File: config.mk
export PLATFORM = sky130hd
export DESIGN_NAME = key_filter_edge
export DESIGN_NICKNAME = d
export VERILOG_FILES = /design/src/rtl/key_pkg.sv /design/src/rtl/sync_2ff.sv /design/src/rtl/key_filter_edge.sv
export SDC_FILE = /design/constraint.sdc
export NUM_CORES = 1
export LEC_CHECK = 0
export ABC_AREA = 1
export CORE_MARGIN = 4
export CORE_UTILIZATION = 61
export DETAILED_ROUTE_END_ITERATION = 12
export MAX_ROUTING_LAYER = met4
export PLACE_DENSITY = 0.88
export SLEW_MARGIN = 25
export SYNTH_ARGS = -nofsm -noshare
export SYNTH_HDL_FRONTEND = slang
export SYNTH_HIERARCHICAL = 1
export SYNTH_SLANG_ARGS = --single-unit
File: constraint.sdc
create_clock -name clk -period 2.4 [get_ports clk]
set_input_delay 0.6 -clock clk [delete_from_list [all_inputs] [get_ports clk]]
set_output_delay 0.6 -clock clk [all_outputs]
set_load 0.02 [all_outputs]
File: src/rtl/key_pkg.sv
// Shared definitions for the push-button debounce path: state encoding and
// the default filter length.
package key_pkg;

   typedef enum logic [1:0] {
      ST_UP      = 2'b00,
      ST_FILT_DN = 2'b01,
      ST_DOWN    = 2'b10,
      ST_FILT_UP = 2'b11
   } key_state_e;

   // 20 ms of stable level at a 50 MHz clock.
   localparam int unsigned DEBOUNCE_20MS_50MHZ = 1_000_000;

endpackage : key_pkg

File: src/rtl/sync_2ff.sv
// Generic two-flop synchroniser for a single asynchronous bit.
module sync_2ff #(
   parameter bit RST_VAL = 1'b1
) (
   input  logic clk,
   input  logic rst_n,
   input  logic d_i,
   output logic q_o
);

   logic [1:0] sync_q;

   always_ff @(posedge clk or negedge rst_n) begin
      if (!rst_n) begin
         sync_q <= {2{RST_VAL}};
      end else begin
         sync_q <= {sync_q[0], d_i};
      end
   end

   assign q_o = sync_q[1];

endmodule : sync_2ff

File: src/rtl/key_filter_edge.sv
// Debounces an active-low push-button and emits one-cycle press/release
// strobes plus a clean level (1 = released).
//
//   state      | meaning
//   -----------+-----------------------------------------------
//   ST_UP      | key accepted released, waiting for a low sample
//   ST_FILT_DN | key low, counting stable cycles before press
//   ST_DOWN    | key accepted pressed, waiting for a high sample
//   ST_FILT_UP | key high, counting stable cycles before release
module key_filter_edge
   import key_pkg::*;
#(
   parameter  int unsigned DEBOUNCE_CYCLES = DEBOUNCE_20MS_50MHZ,
   localparam int unsigned CNT_W           = $clog2(DEBOUNCE_CYCLES)
) (
   input  logic clk,
   input  logic rst_n,
   input  logic key_in,
   output logic key_level,
   output logic neg_edge,
   output logic pos_edge
);

   localparam logic [CNT_W-1:0] CNT_MAX = CNT_W'(DEBOUNCE_CYCLES - 1);

   key_state_e       state_q;
   logic [CNT_W-1:0] cnt_q;
   logic             key_level_q;
   logic             neg_edge_q;
   logic             pos_edge_q;
   logic             key_s;

   sync_2ff #(.RST_VAL(1'b1)) u_sync (
      .clk   (clk),
      .rst_n (rst_n),
      .d_i   (key_in),
      .q_o   (key_s)
   );

   always_ff @(posedge clk or negedge rst_n) begin
      if (!rst_n) begin
         state_q     <= ST_UP;
         cnt_q       <= '0;
         key_level_q <= 1'b1;
         neg_edge_q  <= 1'b0;
         pos_edge_q  <= 1'b0;
      end else begin
         neg_edge_q <= 1'b0;
         pos_edge_q <= 1'b0;
         case (state_q)
            ST_UP: begin
               cnt_q <= '0;
               if (!key_s) state_q <= ST_FILT_DN;
            end
            ST_FILT_DN: begin
               if (key_s) begin
                  state_q <= ST_UP;
                  cnt_q   <= '0;
               end else if (cnt_q == CNT_MAX) begin
                  state_q     <= ST_DOWN;
                  cnt_q       <= '0;
                  neg_edge_q  <= 1'b1;
                  key_level_q <= 1'b0;
               end else begin
                  cnt_q <= cnt_q + CNT_W'(1);
               end
            end
            ST_DOWN: begin
               cnt_q <= '0;
               if (key_s) state_q <= ST_FILT_UP;
            end
            ST_FILT_UP: begin
               if (!key_s) begin
                  state_q <= ST_DOWN;
                  cnt_q   <= '0;
               end else if (cnt_q == CNT_MAX) begin
                  state_q     <= ST_UP;
                  cnt_q       <= '0;
                  pos_edge_q  <= 1'b1;
                  key_level_q <= 1'b1;
               end else begin
                  cnt_q <= cnt_q + CNT_W'(1);
               end
            end
            default: begin
               state_q     <= ST_UP;
               cnt_q       <= '0;
               key_level_q <= 1'b1;
            end
         endcase
      end
   end

   assign key_level = key_level_q;
   assign neg_edge  = neg_edge_q;
   assign pos_edge  = pos_edge_q;

endmodule : key_filter_edge

Word-level counts from Yosys, hierarchy flattened. Cells that the tools add are included.

Output and inout port bits: 3. Register bits after elaboration: 27. Bits of input ports: 3. Logic and storage cells: 45.

Add/sub/neg operators: 1. Mux-type cells: 21. Equality and inequality tests: 12. Reductions and logical operators: 5.

Operator list (count): $mux 20 (3); $pmux 20 s3 (1); $add 20x1->20 const B (1); $eq 20x20->1 const B (1); $mux 2 (6); $mux 1 (9); $ne 2x2->1 const B (4); $pmux 2 s4 (1); $reduce_and 5->1 (1); $eq 2x2->1 const B (2); $ne 2x1->1 const B (2); $reduce_and 4->1 (1); $ne 3x2->1 const B (1); $ne 3x3->1 const B (1); $eq 2x1->1 const B (1); $logic_not 2->1 (1); $pmux 1 s2 (1); $reduce_bool 2->1 (1); $reduce_or 2->1 (1).

Depth between registers and ports, before layout.
Word-level depth: 4. Gate-level depth with buffers: 9. Gate-level depth less buffers: 9.

By module. The synthesis kept the hierarchy.

By module, submodules not included: key_filter_edge (area an instance 1436.4 µm², instances 1, sequential area each 626.9 µm², cells each 199); sync_2ff (area an instance 52.6 µm², instances 1, sequential area each 52.6 µm², cells each 2).

Least setup slack after synthesis. OpenSTA, ideal clock, no wires.

Path type: register to register. From: register cnt_q[0]. To: register cnt_q[10]. Path buffers: 1. Data required time: 2282 ps. Data arrival time: 1280 ps. Path slack: 1002 ps. Setup time: 118 ps. Stages on the path, launching flop included: 8. Clock period less this slack: 1398 ps. Cells stage by stage: dfrtp_1 > ha_1 > nand3_2 > nor2_1 > nand3_2 > o21bai_4 > buf_6 > nor2_1.

Longest elaborated chain between the ends: 4. Elaborated cells between the ends (all ways): 6. Those cells by class: add/sub (1); eq/ne (1); mux (4).

RTL lines: start, declared (RTL line key_filter_edge.sv:27) `logic [CNT_W-1:0] cnt_q;`; start signal, assigned (RTL line key_filter_edge.sv:65) `cnt_q <= cnt_q + CNT_W'(1);`; start signal, assigned (RTL line key_filter_edge.sv:82) `cnt_q <= cnt_q + CNT_W'(1);`; $add 20x1->20 / $eq 20x20->1 (equally long branches); $mux 20 (*) (RTL line key_filter_edge.sv:59, key_filter_edge.sv:76); $mux 20 (on tied branches) (RTL line key_filter_edge.sv:73, key_filter_edge.sv:56); $pmux 20 s3 (*) (RTL line key_filter_edge.sv:50) `case (state_q)`.

Mark *: on every way between the ends. The rest lies on a longest branch, timed or not. A chain may end at the register's enable or synchronous reset.

Worst setup path in the final report.
From: register key_level_q, in the netlist key_level. To: output port key_level.

RTL lines: start, declared (RTL line key_filter_edge.sv:28) `logic key_level_q;`; start signal, assigned (RTL line key_filter_edge.sv:44) `key_level_q <= 1'b1;`; start signal, assigned (RTL line key_filter_edge.sv:63) `key_level_q <= 1'b0;`; start signal, assigned (RTL line key_filter_edge.sv:80) `key_level_q <= 1'b1;`; end, declared (RTL line key_filter_edge.sv:19) `output logic key_level,`.

No word-level cell between the ends.

==> out/qor.log <==
INFO  timing         setup_viol=0
INFO  route          routed_wire_length_per_instance=12.6um
INFO  min_path       hold-path-endpoint=u_sync/sync_q[1]
INFO  synth          synth_top_family_by_area=simple AND/OR/NAND/NOR gates
INFO  global_route   total_global_routing_overflow=0
INFO  global_route   maximum_number_of_pins_on_one_net_before_global_route_repair=28
INFO  critical_path  timing.rr.start=cnt_q[0]
INFO  finish         diodes=0
INFO  critical_path  cp_slowest_stage_delay=0.60ns
INFO  route          post-route-drc-count=0
INFO  cts            clkSlewWorstSetupHoldPaths=0.14ns
INFO  synth          syn_avg_cell_area=7.41um^2
INFO  timing         slew_violations=0
INFO  global_route   grtUsageTotal=0.212
INFO  route          detailedRoute.firstPassIterationCount=4
INFO  floorplan      initial_utilization=0.654
INFO  floorplan      core_region_area=2280um^2
INFO  floorplan      dieWidth=57.4um
INFO  timing         fin_crit=2.08ns
INFO  critical_path  r2r-end=cnt_q[11]
INFO  synth          post_synth_xor_area_fraction=0.0471
INFO  min_path       worst_hold_class=reg2reg
INFO  critical_path  crit_path_start_kind=register
INFO  synth          post_synth_most_frequent_cells=sky130_fd_sc_hd__nand2_1 (53), sky130_fd_sc_hd__nor2_1 (48), sky130_fd_sc_hd__dfrtp_1 (24), sky130_fd_sc_hd__inv_1 (24), sky130_fd_sc_hd__nand3_1 (10)
INFO  floorplan      die_h=57.4um
INFO  cts            cts.htree.levels=1
INFO  global_route   vias_in_the_first_global_route=1241
INFO  timing         worst_clock_skew=0.00978ns
INFO  synth          netlist-cell-type-count=22
INFO  place          postPlaceCellArea=1570um^2
INFO  synth          synth_top_area_cell=sky130_fd_sc_hd__dfrtp_1
INFO  timing         maxClockFrequency=481MHz
INFO  synth          synth-async-reset-ratio=1.00
INFO  timing         finalHoldViolCount=0
INFO  synth          yosys_register_bits=27
INFO  synth          synth_edf_count=0
INFO  synth          area_fraction_in_and_or_nand_and_nor_cells_after_synthesis=0.390
INFO  route          detail_route.iter0.violations=69
INFO  synth          synthMuxAreaShare=0
INFO  critical_path  critical_path.slowest_cell=sky130_fd_sc_hd__clkdlybuf4s50_1
INFO  outcome        run_status=finished clean
INFO  synth          syn-num-nets=205
INFO  timing         worstMarginPinSlew=0.381ns
INFO  floorplan      std_cell_rows=17
INFO  finish         post_route_cells_drive_above_1_share=0.0905
INFO  synth          synth_area=1490um^2
INFO  cts            ctsLongestPathBuffers=2
INFO  critical_path  crit_chain=clkdlybuf4s50_1
INFO  synth          yosysSeqAreaShare=0.456
INFO  finish         nets=215
INFO  place          place_congestion=0.908
INFO  place          io_buffers=5
INFO  synth          synth.area.top_cells=sky130_fd_sc_hd__dfrtp_1 (40%), sky130_fd_sc_hd__nand2_1 (13%), sky130_fd_sc_hd__nor2_1 (12%), sky130_fd_sc_hd__inv_1 (6.1%), sky130_fd_sc_hd__dfstp_2 (5.3%)
INFO  cts            tritoncts_clock_tree=done
INFO  power_and_ir_drop power_leakage=0.708nW
INFO  cts            tritoncts.num_buffers=3
INFO  power_and_ir_drop vdd_drop_max=0.431mV
INFO  critical_path  arrival=1.48ns
INFO  critical_path  reg2reg_depth=6
INFO  min_path       cells_on_worst_hold_path=0
INFO  cts            clk-insertion-delay-late=0.33ns
INFO  global_route   grt_pass1_wl=5290um
INFO  power_and_ir_drop power_per_cell_area=428nW/um^2
INFO  synth          yosys_most_used_dff=sky130_fd_sc_hd__dfrtp_1
INFO  synth          synth_compound_gate_area_share=0.0277
INFO  cts            cts-hold-fix-buffers=0
INFO  synth          count_leader_synth=sky130_fd_sc_hd__nand2_1
INFO  finish         areaGrowthSynthToFinish=7.23%
INFO  synth          synth_top_area_share=0.403
INFO  floorplan      io_pins=6
INFO  synth          synth-warning-count=6
INFO  critical_path  crit_path_leading_delay_family=buffers and inverters
INFO  route          finalWirelength=3000um
INFO  floorplan      die_area=3300um^2
INFO  cts            post_cts_buffers=0
INFO  route          postRouteAntennaNets=0
INFO  cts            postCtsResizedCells=0
INFO  place          post_detailed_placement_half_perimeter_wirelength=2330um
INFO  global_route   grt_antenna_before_repair=0
INFO  job            drv_cap=0
INFO  critical_path  worstSetupPathType=reg2out
INFO  synth          post_synth_fa_ha_maj_area_fraction=0.00840
INFO  synth          postSynthCellCount=201
INFO  min_path       min-delay-start=u_sync/sync_q[0]
INFO  route          num_vias=1282
INFO  critical_path  critPathMaxFanout=2
INFO  cts            clock_sinks=27
INFO  critical_path  crit_path_end_kind=output pin
INFO  finish         postLayoutCellArea=1600um^2
INFO  timing         period_share=0.866
INFO  critical_path  r2r_slack=0.71ns
INFO  critical_path  worst_ep_required_time=1.80ns
INFO  timing         timing.slew.headroom=0.744
INFO  route          vias_per_cell=5.39
INFO  cts            clockRootBuffer=sky130_fd_sc_hd__clkbuf_4
INFO  timing         rsz0062_at_grt=false
INFO  critical_path  path_buf_inv=1
INFO  timing         timing.setup.tns=0ns
## where the power goes
| group | switching [mW] | internal [mW] | total, mW |
|---|---|---|---|
| Clock | 0.126 | 0.0652 | 0.191 |
| Sequential | 0.00432 | 0.461 | 0.465 |
| Combinational | 0.0181 | 0.00865 | 0.0267 |
| Total | 0.148 | 0.534 | 0.683 |
## cell type report
| class | count | area, um^2 |
|---|---|---|
| Multi-Input combinational cell | 148 | 704 |
| Tap cell | 28 | 35.0 |
| Inverter | 25 | 93.8 |
| Clock buffer | 4 | 26.3 |
| Timing Repair Buffer | 6 | 57.6 |
| Sequential cell | 27 | 679 |
| Fill cell | 180 | 679 |
## layout by cell type (no fill, tap or decap)
cell,instances
sky130_fd_sc_hd__nor2_1,48
sky130_fd_sc_hd__dfrtp_1,24
sky130_fd_sc_hd__inv_2,1
sky130_fd_sc_hd__clkbuf_4,3
sky130_fd_sc_hd__nor3_1,6
sky130_fd_sc_hd__nand3_1,10
sky130_fd_sc_hd__nor2_2,5
sky130_fd_sc_hd__a21oi_1,2
sky130_fd_sc_hd__ha_1,1
sky130_fd_sc_hd__buf_4,1
sky130_fd_sc_hd__o21bai_1,1
sky130_fd_sc_hd__xnor2_1,1
sky130_fd_sc_hd__nor3_2,1
sky130_fd_sc_hd__dfstp_2,3
sky130_fd_sc_hd__nand3_2,3
sky130_fd_sc_hd__nand4_1,5
sky130_fd_sc_hd__nand2_2,1
sky130_fd_sc_hd__o21ai_1,1
sky130_fd_sc_hd__clkbuf_1,1
sky130_fd_sc_hd__inv_1,24
sky130_fd_sc_hd__nand2_1,53
sky130_fd_sc_hd__and3_1,2
sky130_fd_sc_hd__o21bai_4,1
sky130_fd_sc_hd__xor2_1,7
sky130_fd_sc_hd__clkdlybuf4s50_1,5
## cells by family (layout without fill, tap and decap cells)
| family | Yosys count | in the layout |
|---|---|---|
| simple gates | 134 | 134 |
| fa+ha+maj | 1 | 1 |
| xor+xnor | 8 | 8 |
| flops | 27 | 27 |
| compound gates | 5 | 5 |
| buf+inv | 26 | 35 |
## metal layers
metal  global-route usage  share of wire
met5                    -              0
met1                0.276           0.45
met4               0.0927          0.016
met3               0.0226          0.060
met2                0.332           0.47
## sequential cells by signal (all words and copies together), names as in the netlist, named ones only
register / flops
cnt_q: 20
u_sync/sync_q: 2
neg_edge: 1
key_level: 1
pos_edge: 1
state_q: 1
## stage by stage
stage                     setup slack, ns  hold WS [ns]  std cells  power (mW)  utilization
after floorplan                      1.00         0.304        201       0.485            -
after global placement              0.699         0.349        234       0.500        0.690
after detailed placement            0.693         0.351        234       0.501        0.690
after CTS                           0.316         0.370        238       0.687        0.701
after global routing                0.271         0.379        238       0.714        0.701
final                               0.323         0.369        238       0.683        0.701
## worst max path at each step
stage,startpoint,endpoint,slack (ns),cells past startpoint
finish,key_level,key_level,0.32,1
global route,key_level,key_level,0.27,1
CTS,key_level,key_level,0.32,1
detailed placement,key_level,key_level,0.69,1
global placement,key_level,key_level,0.70,1
floorplan,cnt_q[0],cnt_q[10],1.00,7
Note: power is estimated with default switching activity, not from simulation.
